<file path="config.mk">
export PLATFORM = sky130hd
export DESIGN_NAME = shift_issue_stage
export DESIGN_NICKNAME = d
export VERILOG_FILES = /design/src/rtl/shift_issue_stage.sv
export SDC_FILE = /design/constraint.sdc
export NUM_CORES = 1
export LEC_CHECK = 0
export ABC_CLOCK_PERIOD_IN_PS = 2850
export CORE_MARGIN = 3
export CORE_UTILIZATION = 39
export CTS_CLUSTER_SIZE = 40
export DETAILED_ROUTE_END_ITERATION = 10
export PLACE_DENSITY = 0.87
export SKIP_CTS_REPAIR_TIMING = 1
export SYNTH_ARGS = -nofsm -noshare
export SYNTH_HDL_FRONTEND = slang
export SYNTH_SLANG_ARGS = --single-unit
</file>
<file path="constraint.sdc">
create_clock -name clk -period 2.85 [get_ports clk]
set_input_delay 0.57 -clock clk [delete_from_list [all_inputs] [get_ports clk]]
set_output_delay 0.57 -clock clk [all_outputs]
set_load 0.01 [all_outputs]
</file>
<file path="src/rtl/shift_issue_stage.sv">
// ID/EX register for the barrel shifter: decodes SPECIAL shifts, forwards EX/MEM and MEM/WB results.
// Latency: 1 cycle ID->EX; Shift_in and variable Shift_amount pass through one forwarding mux after the register.
// Backpressure: stall holds control and refreshes the operands from the forwarding mux; flush (wins over stall) inserts a bubble.
// Optional feature macro: SHIFT_ROTR_EN enables ROTR/ROTRV decode (Shift_op = 2'b11).
module shift_issue_stage (
  input  logic        clk,
  input  logic        rst_n,
  input  logic        id_valid,
  input  logic [31:0] id_instr,
  input  logic [31:0] id_rs_data,
  input  logic [31:0] id_rt_data,
  input  logic        stall,
  input  logic        flush,
  input  logic        exmem_wr,
  input  logic [4:0]  exmem_rd,
  input  logic [31:0] exmem_result,
  input  logic        memwb_wr,
  input  logic [4:0]  memwb_rd,
  input  logic [31:0] memwb_result,
  output logic        ex_valid,
  output logic        ex_is_shift,
  output logic        ex_wr,
  output logic [4:0]  ex_rd,
  output logic [31:0] Shift_in,
  output logic [4:0]  Shift_amount,
  output logic [1:0]  Shift_op
);

  localparam logic [1:0] OP_SLL  = 2'b00;
  localparam logic [1:0] OP_SRL  = 2'b01;
  localparam logic [1:0] OP_SRA  = 2'b10;
  localparam logic [1:0] OP_ROTR = 2'b11;

  // ID/EX state
  logic        r_valid;
  logic        r_is_shift;
  logic [1:0]  r_op;
  logic [4:0]  r_amt;      // immediate shamt; zero for variable forms
  logic        r_var;      // amount comes from forwarded rs
  logic [4:0]  r_rd;
  logic [4:0]  r_rs_num;
  logic [4:0]  r_rt_num;
  logic [31:0] r_rs_dat;
  logic [31:0] r_rt_dat;

  // Decode results
  logic        w_dec_shift;
  logic [1:0]  w_dec_op;
  logic [4:0]  w_dec_amt;
  logic        w_dec_var;

  // Forwarded operands
  logic [31:0] w_fwd_rs;
  logic [31:0] w_fwd_rt;

  // Decode SPECIAL-opcode shifts into shifter controls; anything else is a non-shift.
  always_comb begin
    w_dec_shift = 1'b0;
    w_dec_op    = OP_SLL;
    w_dec_amt   = 5'd0;
    w_dec_var   = 1'b0;
    if (id_instr[31:26] == 6'b000000) begin
      unique case (id_instr[5:0])
        6'b000000: begin
          w_dec_shift = 1'b1;
          w_dec_op    = OP_SLL;
          w_dec_amt   = id_instr[10:6];
        end
        6'b000010: begin
          w_dec_shift = 1'b1;
          w_dec_op    = OP_SRL;
          w_dec_amt   = id_instr[10:6];
`ifdef SHIFT_ROTR_EN
          if (id_instr[21]) w_dec_op = OP_ROTR;
`endif
        end
        6'b000011: begin
          w_dec_shift = 1'b1;
          w_dec_op    = OP_SRA;
          w_dec_amt   = id_instr[10:6];
        end
        6'b000100: begin
          w_dec_shift = 1'b1;
          w_dec_op    = OP_SLL;
          w_dec_var   = 1'b1;
        end
        6'b000110: begin
          w_dec_shift = 1'b1;
          w_dec_op    = OP_SRL;
          w_dec_var   = 1'b1;
`ifdef SHIFT_ROTR_EN
          if (id_instr[6]) w_dec_op = OP_ROTR;
`endif
        end
        6'b000111: begin
          w_dec_shift = 1'b1;
          w_dec_op    = OP_SRA;
          w_dec_var   = 1'b1;
        end
        default: begin
          w_dec_shift = 1'b0;
          w_dec_op    = OP_SLL;
        end
      endcase
    end
  end

  // Forward per operand: nearest producer (EX/MEM) first, then MEM/WB, never from $0.
  always_comb begin
    w_fwd_rs = r_rs_dat;
    if (exmem_wr && (exmem_rd != 5'd0) && (exmem_rd == r_rs_num))
      w_fwd_rs = exmem_result;
    else if (memwb_wr && (memwb_rd != 5'd0) && (memwb_rd == r_rs_num))
      w_fwd_rs = memwb_result;

    w_fwd_rt = r_rt_dat;
    if (exmem_wr && (exmem_rd != 5'd0) && (exmem_rd == r_rt_num))
      w_fwd_rt = exmem_result;
    else if (memwb_wr && (memwb_rd != 5'd0) && (memwb_rd == r_rt_num))
      w_fwd_rt = memwb_result;
  end

  // ID/EX register: flush beats stall; a stall refreshes operands so retiring forwards are kept.
  always_ff @(posedge clk or negedge rst_n) begin
    if (!rst_n) begin
      r_valid    <= 1'b0;
      r_is_shift <= 1'b0;
      r_op       <= OP_SLL;
      r_amt      <= 5'd0;
      r_var      <= 1'b0;
      r_rd       <= 5'd0;
      r_rs_num   <= 5'd0;
      r_rt_num   <= 5'd0;
      r_rs_dat   <= 32'd0;
      r_rt_dat   <= 32'd0;
    end else if (flush) begin
      r_valid    <= 1'b0;
      r_is_shift <= 1'b0;
      r_op       <= OP_SLL;
      r_amt      <= 5'd0;
      r_var      <= 1'b0;
    end else if (stall) begin
      r_rs_dat   <= w_fwd_rs;
      r_rt_dat   <= w_fwd_rt;
    end else begin
      // An empty ID slot enters EX as a clean bubble regardless of the instruction bits.
      r_valid    <= id_valid;
      r_is_shift <= id_valid & w_dec_shift;
      r_op       <= id_valid ? w_dec_op : OP_SLL;
      r_amt      <= id_valid ? w_dec_amt : 5'd0;
      r_var      <= id_valid & w_dec_var;
      r_rd       <= id_instr[15:11];
      r_rs_num   <= id_instr[25:21];
      r_rt_num   <= id_instr[20:16];
      r_rs_dat   <= id_rs_data;
      r_rt_dat   <= id_rt_data;
    end
  end

  assign ex_valid     = r_valid;
  assign ex_is_shift  = r_is_shift;
  assign ex_rd        = r_rd;
  assign ex_wr        = r_valid & r_is_shift & (r_rd != 5'd0);
  assign Shift_op     = r_op;
  assign Shift_in     = w_fwd_rt;
  assign Shift_amount = r_var ? w_fwd_rs[4:0] : r_amt;

endmodule

</file>
# Yosys cells after proc, flatten, opt, wreduce, memory -nomap -nowiden
# Cells that the tools add are included.
dict set report op_classes {
  eq_ne 10
  mux 27
  bitwise_logic 6
  reduce_logical 17
}
# op n
set ops {}
lappend ops {{two-way mux 32 bit} 3}
lappend ops {{two-way mux 5 bit} 9}
lappend ops {{== test 5 bit} 4}
lappend ops {{== test 6 x 3 -> 1 bit (second input constant)} 3}
lappend ops {{nonzero test 5 bit} 3}
lappend ops {{== test 6 x 2 -> 1 bit (second input constant)} 2}
lappend ops {{logical NOT 6 bit} 2}
lappend ops {{two-way mux 1 bit} 10}
lappend ops {{two-way mux 2 bit} 4}
lappend ops {{logical AND 1 bit} 6}
lappend ops {{OR reduction 3 bit} 2}
lappend ops {{OR reduction 6 bit} 1}
lappend ops {{bitwise AND 1 bit} 4}
lappend ops {{one-hot mux 2 bit (2 select lines)} 1}
lappend ops {{OR reduction 2 bit} 2}
lappend ops {{inequality test 2 x 1 -> 1 bit (second input constant)} 1}
lappend ops {{NOT 1 bit} 2}
lappend ops {{AND reduction 2 bit} 1}
dict set report word_totals {
  reg_bits 62
  output_inout_bits 47
  wordCells 70
}

# Depth between registers and ports, before layout
# Gate-level depths: netlist (run 1).
dict set report logic_depth {
  word_depth 7
  ltp_mapped 7
  mapped_depth_nobuf 5
}

# Worst setup path after synthesis (run 1)
# No wires, ideal clock.
dict set report synth_path {
  path_kind {input to output}
  startpoint {input port memwb_rd[0]}
  endpoint {output port Shift_in[10]}
  arrival_ns 1.951
  required_ns 2.280
  setup_slack_ns 0.329
  path_stages 5
  n_path_buf 1
  cell_sequence {or4_4 o2111ai_4 buf_8 mux2i_1 a21oi_1}
}
dict set report synth_between {
  elab_chain_len 5
  word_cells_on_any_way 6
  cone_classes {1 x eq/ne; 2 x mux; 3 x reduce/logical}
}
# element line
set synth_rtl {}
lappend synth_rtl {{from (decl)} 18} ;# input logic [4:0] memwb_rd,
lappend synth_rtl {{nonzero test 5 bit} 119} ;# else if (memwb_wr && (memwb_rd != 5'd0) && (memwb_rd == r_rt_num))
lappend synth_rtl {{logical AND 1 bit} 119}
lappend synth_rtl {{logical AND 1 bit (*)} 119}
lappend synth_rtl {{two-way mux 32 bit (*)} 119}
lappend synth_rtl {{two-way mux 32 bit (*)} 117} ;# if (exmem_wr && (exmem_rd != 5'd0) && (exmem_rd == r_rt_num))
lappend synth_rtl {{to (decl)} 24} ;# output logic [31:0] Shift_in,
# Mark *: on every way between the ends. The rest lies on a longest branch, timed or not.

# Worst setup path in the final report (run 1)
dict set report layout_path {
  startpoint {register r_rt_num[0]}
  endpoint {output port Shift_in[20]}
}
dict set report layout_between {
  elab_chain_len 4
  word_cells_on_any_way 6
  cone_classes {2 x eq/ne; 2 x mux; 2 x reduce/logical}
}
# element line
set layout_rtl {}
lappend layout_rtl {{from (decl)} 42} ;# logic [4:0] r_rt_num;
lappend layout_rtl {{from (signal assigned)} 154} ;# r_rt_num <= id_instr[20:16];
lappend layout_rtl {{== test 5 bit} 119}
lappend layout_rtl {{logical AND 1 bit} 119}
lappend layout_rtl {{two-way mux 32 bit} 119}
lappend layout_rtl {{two-way mux 32 bit (*)} 117}
# Marked as above.

==> metrics.txt, run 1 <==
status finished, violations left; failing checks negative setup slack; Compound-Gate Fraction of Synth Area 27.39%; Post-Synth XOR/XNOR Area 4.246%; Design Area, Final 6827 um2; Seq/Total Area, Yosys 39.59%; dpl hpwl 10770 um; Mapped Nets 584; CP endpoint kind output port; DR DRC count 0; largest cells by area after synthesis dfrtp_1 (40%), mux2i_1 (9.7%), a22o_1 (9.2%); Synth Cell Area 3919 um2; WL/cell 20.07 um; Power, Total 3.050 mW; flops & latches, synth 62; CP Class flop to output port; IO Pins 224; Core Util, Final 71.84%; first-pass GRT wire length 22400 um; Mapped Cells 407; period utilization 112.4%; GRT Util Overall 24.82%; Synth Flop Type dfrtp_1; crit-path max cell delay 0.44 ns; worst rel slew slack 62.62%; data arrival time of the critical path 2.63 ns; Post-synth top cells dfrtp_1 (62), a31oi_1 (42), a22o_1 (41); Critical Path RT 2.28 ns; largest fanout on the critical path 5; max_cap viols 0; crit-path cells xor2_1 -> nor4_2 -> o2111ai_4 -> buf_12 -> buf_6 -> buf_6 -> buf_6 -> mux2i_4 -> a21oi_2 -> buf_2; EDFF count, synth 0; area delta synth->final 74.20%; final WL 15750 um; Fillers 662; Layout Skew 0.01113 ns; Slowest-stage cell, CP nor4_2; H-tree lvl count 3; Root Driver clkbuf_8; most common cell in the netlist dfrtp_1; Initial Utilization 41.24%; n_diodes 0; nets 828; Hold WC Path Type input pin to asynchronous set/reset pin; grt total ovfl 0; Die Wd 106.2 um; R2R cell count 10; Hold Fails Final Rpt 0; synth warn 0; initial DRC count 344; post-synth top area share 39.59%; Final setup violation count 33; initial antenna violation count 0; r2r setup slk 0.50 ns; CP delay by family, top buffers and inverters; Die Y 106.2 um; layout cells sized above 1 25.61%; most frequent CP cell buf_6; largest net degree at the start of global routing 34; Synth Area in Adders 0%; worst-skew pair later-pin latency 0.33 ns; Simple-Gate Fraction of Synth Area 8.589%; row count 35; TritonCTS clock tree yes; biggest area consumer among synthesized cells dfrtp_1; CTS max path bufs 2; Post-Place Cells 744; input/output buffers 196; Levels on crit path 10; Final Wtd Congestion 0.8968; Post-Place Cell Area 6226 um2; Slew Viols, Final 0; Clk pin slew, worst setup/hold paths 0.07 ns; reg2reg start r_rt_num[0]$_DFFE_PN0P_; clk sinks 62; Static Leak 3.134 nW; RSZ-0062 raised after global routing yes; startpoint class of the critical path flop; non-filler cells, final 785; Vias 4497; drt first pass iters 5; async set or reset register ratio after synthesis 100.0%; worst path bufs/invs 5; DIE AREA 11290 um2; min cycle time layout 3.203 ns; total core area 9503 um2; worst r2r dst r_rt_dat[20]$_DFFE_PN0N_; main combinational cell family by area after synthesis compound AO/OA/AOI/OAI gates; final setup TNS -4.714 ns; synth unique cells 35; Final ANT Viol Nets 0; Max VDD drop 0.2473 mV; PwrDens 446.8 nW/um2; Vias/cell 5.729; CTS buffer count 9; min setup slack post-route -0.3527 ns; Mean Syn Cell Area 9.628 um2; vias in the first global route 4445; Fmax 312.2 MHz; Tightest Pin Transition 0.5607 ns; post-synthesis mux area share 14.02%
metrics by stage:
stage / setup slack, ns / hold WS [ns]
floorplan: 0.3285 / 0.2744
global placement: -0.7309 / 0.4753
detailed placement: -0.7802 / 0.4985
CTS: -0.7989 / 0.2299
global route: -0.4395 / 0.2508
finish: -0.3527 / 0.2252
layer usage:
layer / global-route usage [%] / vias to the layer above / wire [um]
met5: 0 / - / 0
met4: 8.881 / 0 / 325
met3: 5.343 / 30 / 1213
met2: 43.53 / 277 / 8014
met1: 29.85 / 2163 / 6200
li1: - / 2027 / -
cell families (layout without fill, tap and decap cells):
kind of cell / count (synthesis) / in the layout
compound gates: 166 / 166
simple gates: 71 / 71
flops: 62 / 62
mux: 53 / 53
buf+inv: 36 / 285
xor+xnor: 19 / 19
power by group:
part / switching [mW] / leakage [nW] / total [mW] / internal, mW
combinational: 0.449 / 2.24 / 1.05 / 0.600
clock: 0.339 / 0.115 / 0.921 / 0.581
sequential: 0.0911 / 0.778 / 1.08 / 0.989
total: 0.880 / 3.13 / 3.05 / 2.17
placed cells by master (no fill, tap or decap), types with 5 or more instances in the layout:
cell and instances:
buf_12 5, a31oi_1 40, a21oi_1 26, mux2_2 15, clkbuf_2 9, o21ai_1 35
nand2_1 10, mux2i_1 19, clkdlybuf4s50_1 147, clkbuf_8 9, nor2_1 35, nor2b_1 5
a21oi_2 6, a22o_1 41, xor2_1 12, o21ai_0 11, dlymetal6s2s_1 20, buf_6 14
mux2i_2 15, buf_4 52, dfrtp_1 62, buf_2 19, xnor2_1 7
layout make-up:
type,count,area [um2],share of cell area (%)
timing repair buffer,267,2535,37.13
sequential,62,1551,22.73
multi-input combinational,309,2341,34.29
clock buffer,12,135.1,1.979
tap,129,161.4,2.364
clock inverter,4,95.09,1.393
inverter,2,7.507,0.1100
worst max path at each step:
stage | from | end | slack (ns)
after global routing | r_rt_num[0]$_DFFE_PN0P_ | Shift_in[20] | -0.44
final | r_rt_num[0]$_DFFE_PN0P_ | Shift_in[20] | -0.35
after CTS | memwb_rd[0] | Shift_amount[1] | -0.80
after floorplan | memwb_rd[0] | Shift_in[10] | 0.33
after detailed placement | memwb_rd[0] | Shift_amount[1] | -0.78
after global placement | memwb_rd[0] | Shift_amount[1] | -0.73
registers in the layout, summed over array words and instances (netlist names):
register and flops:
ex_is_shift 1, ex_rd 5, r_rs_num 5, r_rt_num 5, r_amt 5, Shift_op 2
r_var 1, r_rt_dat 32, r_rs_dat 5, ex_valid 1
Power figures use the tool's default switching activity.
==> run 2, diff against run 1 <==
Settings changed: MAX_ROUTING_LAYER set to met4.
==> metrics.txt, run 2 (synthesized netlist as in run 1, its figures left out) <==
clk sinks 62 (unchanged); Max VDD drop 0.2468 mV (was 0.2473 mV); Vias/cell 5.710 (was 5.729); GRT Util Overall 25.52% (was 24.82%); Die Wd 106.2 um (unchanged); vias in the first global route 4460 (was 4445); Sw Share 28.78% (was 28.85%); CTS max path bufs 2 (unchanged); failing checks negative setup slack (unchanged); Die Y 106.2 um (unchanged); PwrDens 446.4 nW/um2 (was 446.8 nW/um2); Post-Place Cell Area 6226 um2 (unchanged); CP Class flop to output port (unchanged); met2 WL 8065 um (was 8014 um); nets 828 (unchanged); total core area 9503 um2 (unchanged); DR WL met3 1155 um (was 1213 um); RSZ-0062 raised after global routing yes (unchanged); Slew Viols, Final 0 (unchanged); net switching power figure 877.1 uW (was 880.1 uW); M1 wire length 6225 um (was 6200 um); Seq pwr share 35.4% (about the same); Core Util, Final 71.84% (unchanged); n_diodes 0 (unchanged); worst-skew pair later-pin latency 0.33 ns (about the same); largest register by flop count r_rt_dat (unchanged); Clk pin slew, worst setup/hold paths 0.07 ns (about the same); area delta synth->final 74.20% (unchanged); reg2reg start r_rt_num[0]$_DFFE_PN0P_ (unchanged); non-filler cells, final 785 (unchanged); largest net degree at the start of global routing 34 (unchanged); grt total ovfl 0 (unchanged); Vias 4482 (was 4497); P_int 2.170 mW (about the same); input/output buffers 196 (unchanged); R2R cell count 10 (unchanged); Logic pwr share 34.4% (about the same); drt first pass iters 5 (unchanged); Critical Path RT 2.28 ns (about the same); data arrival time of the critical path 2.62 ns (was 2.63 ns); WL/cell 20.04 um (was 20.07 um); max FFs per register 32 (unchanged); most frequent cells in the layout clkdlybuf4s50_1 (147), dfrtp_1 (62), buf_4 (52) (unchanged); startpoint class of the critical path flop (unchanged); Post-Place Cells 744 (unchanged); highest metal used met4 (unchanged); min setup slack post-route -0.3394 ns (was -0.3527 ns); worst rel slew slack 62.75% (was 62.62%); CP endpoint Shift_in[20] (unchanged); worst slack at placement -0.7802 ns (unchanged); r2r setup slk 0.50 ns (about the same); Static Leak 3.134 nW (unchanged); Fmax 313.5 MHz (was 312.2 MHz); first-pass GRT wire length 22390 um (was 22400 um); Final ANT Viol Nets 0 (unchanged); Root Driver clkbuf_8 (unchanged); Slowest-stage cell, CP nor4_2 (unchanged); row count 35 (unchanged); IO Pins 224 (unchanged); crit-path cells xor2_1 -> nor4_2 -> o2111ai_4 -> buf_12 -> buf_6 -> buf_6 -> buf_6 -> mux2i_4 -> a21oi_2 -> buf_2 (unchanged); initial antenna violation count 0 (unchanged); Initial Utilization 41.24% (unchanged); Design Area, Final 6827 um2 (unchanged); CP startpoint r_rt_num[0]$_DFFE_PN0P_ (unchanged); status finished, violations left (unchanged); TritonCTS clock tree yes (unchanged); most frequent CP cell buf_6 (unchanged); H-tree lvl count 3 (unchanged); CP endpoint kind output port (unchanged); Tightest Pin Transition 0.5588 ns (was 0.5607 ns); final setup TNS -4.452 ns (was -4.714 ns); period utilization 111.9% (was 112.4%); Hold Fails Final Rpt 0 (unchanged); DIE AREA 11290 um2 (unchanged); max_cap viols 0 (unchanged); largest fanout on the critical path 5 (unchanged); worst r2r dst r_rt_dat[20]$_DFFE_PN0N_ (unchanged); DR DRC count 0 (unchanged); layout cells sized above 1 25.61% (unchanged); Layout Skew 0.009869 ns (was 0.01113 ns); Hold WC Path Type input pin to asynchronous set/reset pin (unchanged); most common cell after layout, fill and taps aside clkdlybuf4s50_1 (unchanged); Clk pwr share 30.1% (was 30.2%); initial DRC count 368 (was 344); min cycle time layout 3.189 ns (was 3.203 ns); Final setup violation count 33 (unchanged); dpl hpwl 10770 um (unchanged); final WL 15740 um (was 15750 um); crit-path max cell delay 0.43 ns (was 0.44 ns); CTS buffer count 9 (unchanged); Final Wtd Congestion 0.9121 (was 0.8968)
==> run 2: cell counts in the layout (fill, tap and decap cells not counted) <==
Identical to the previous run, type by type.
==> run 2: layer usage <==
layer | GRT usage [%] | vias up
met4 | 8.881 | 0
li1 | - | 2021
met2 | 43.48 | 273
met1 | 30.31 | 2159
met5 | - | -
met3 | 4.736 | 29
==> run 2: final cells by class <==
type	instances	area, um2
clock buffers	12	135.1
clock inverters	4	95.09
fillers	662	2676
inverters	2	7.507
multi-input cells	309	2341
flip-flops and latches	62	1551
well taps	129	161.4
repair buffers	267	2535
==> run 2: worst max-delay path, delay by kind of cell, from the launching register on <==
kind	cells	cell delay (ns)
XOR/XNOR	1	0.17
multiplexers	1	0.18
AND/OR/NAND/NOR	1	0.43
buffers and inverters	5	0.70
flip-flops	1	0.40
AO/OA/AOI/OAI	2	0.39
==> run 2: stage by stage <==
step / power (mW) / hold WS, ns
after global routing: 3.189 / 0.2508
after CTS: 3.026 / 0.2299
after detailed placement: 2.100 / 0.4985
after global placement: 2.062 / 0.4753
after floorplan: 1.495 / 0.2744
final: 3.047 / 0.2270
==> run 2: how the worst min path moves through the flow <==
stage	start	to	slack (ns)	cells after the start
global placement	Shift_op[0]$_DFFE_PN0P_	Shift_op[0]$_DFFE_PN0P_	0.48	2
finish	rst_n	r_rt_dat[26]$_DFFE_PN0N_	0.23	1
CTS	rst_n	r_rt_dat[17]$_DFFE_PN0N_	0.23	1
floorplan	rst_n	Shift_op[0]$_DFFE_PN0P_	0.27	0
detailed placement	r_amt[2]$_DFFE_PN0P_	r_amt[2]$_DFFE_PN0P_	0.50	1
global route	rst_n	r_rt_dat[23]$_DFFE_PN0N_	0.25	1
==> run 2: power by group through the flow <==
stage | Sequential, mW | Combinational (mW) | Clock [mW]
6_report | 1.08 | 1.05 | 0.918
5_1_grt | 1.09 | 1.12 | 0.975
4_1_cts | 1.06 | 1.03 | 0.936
3_5_place_dp | 1.08 | 1.02 | 0
3_3_place_gp | 1.07 | 0.990 | 0
2_1_floorplan | 1.06 | 0.430 | 0
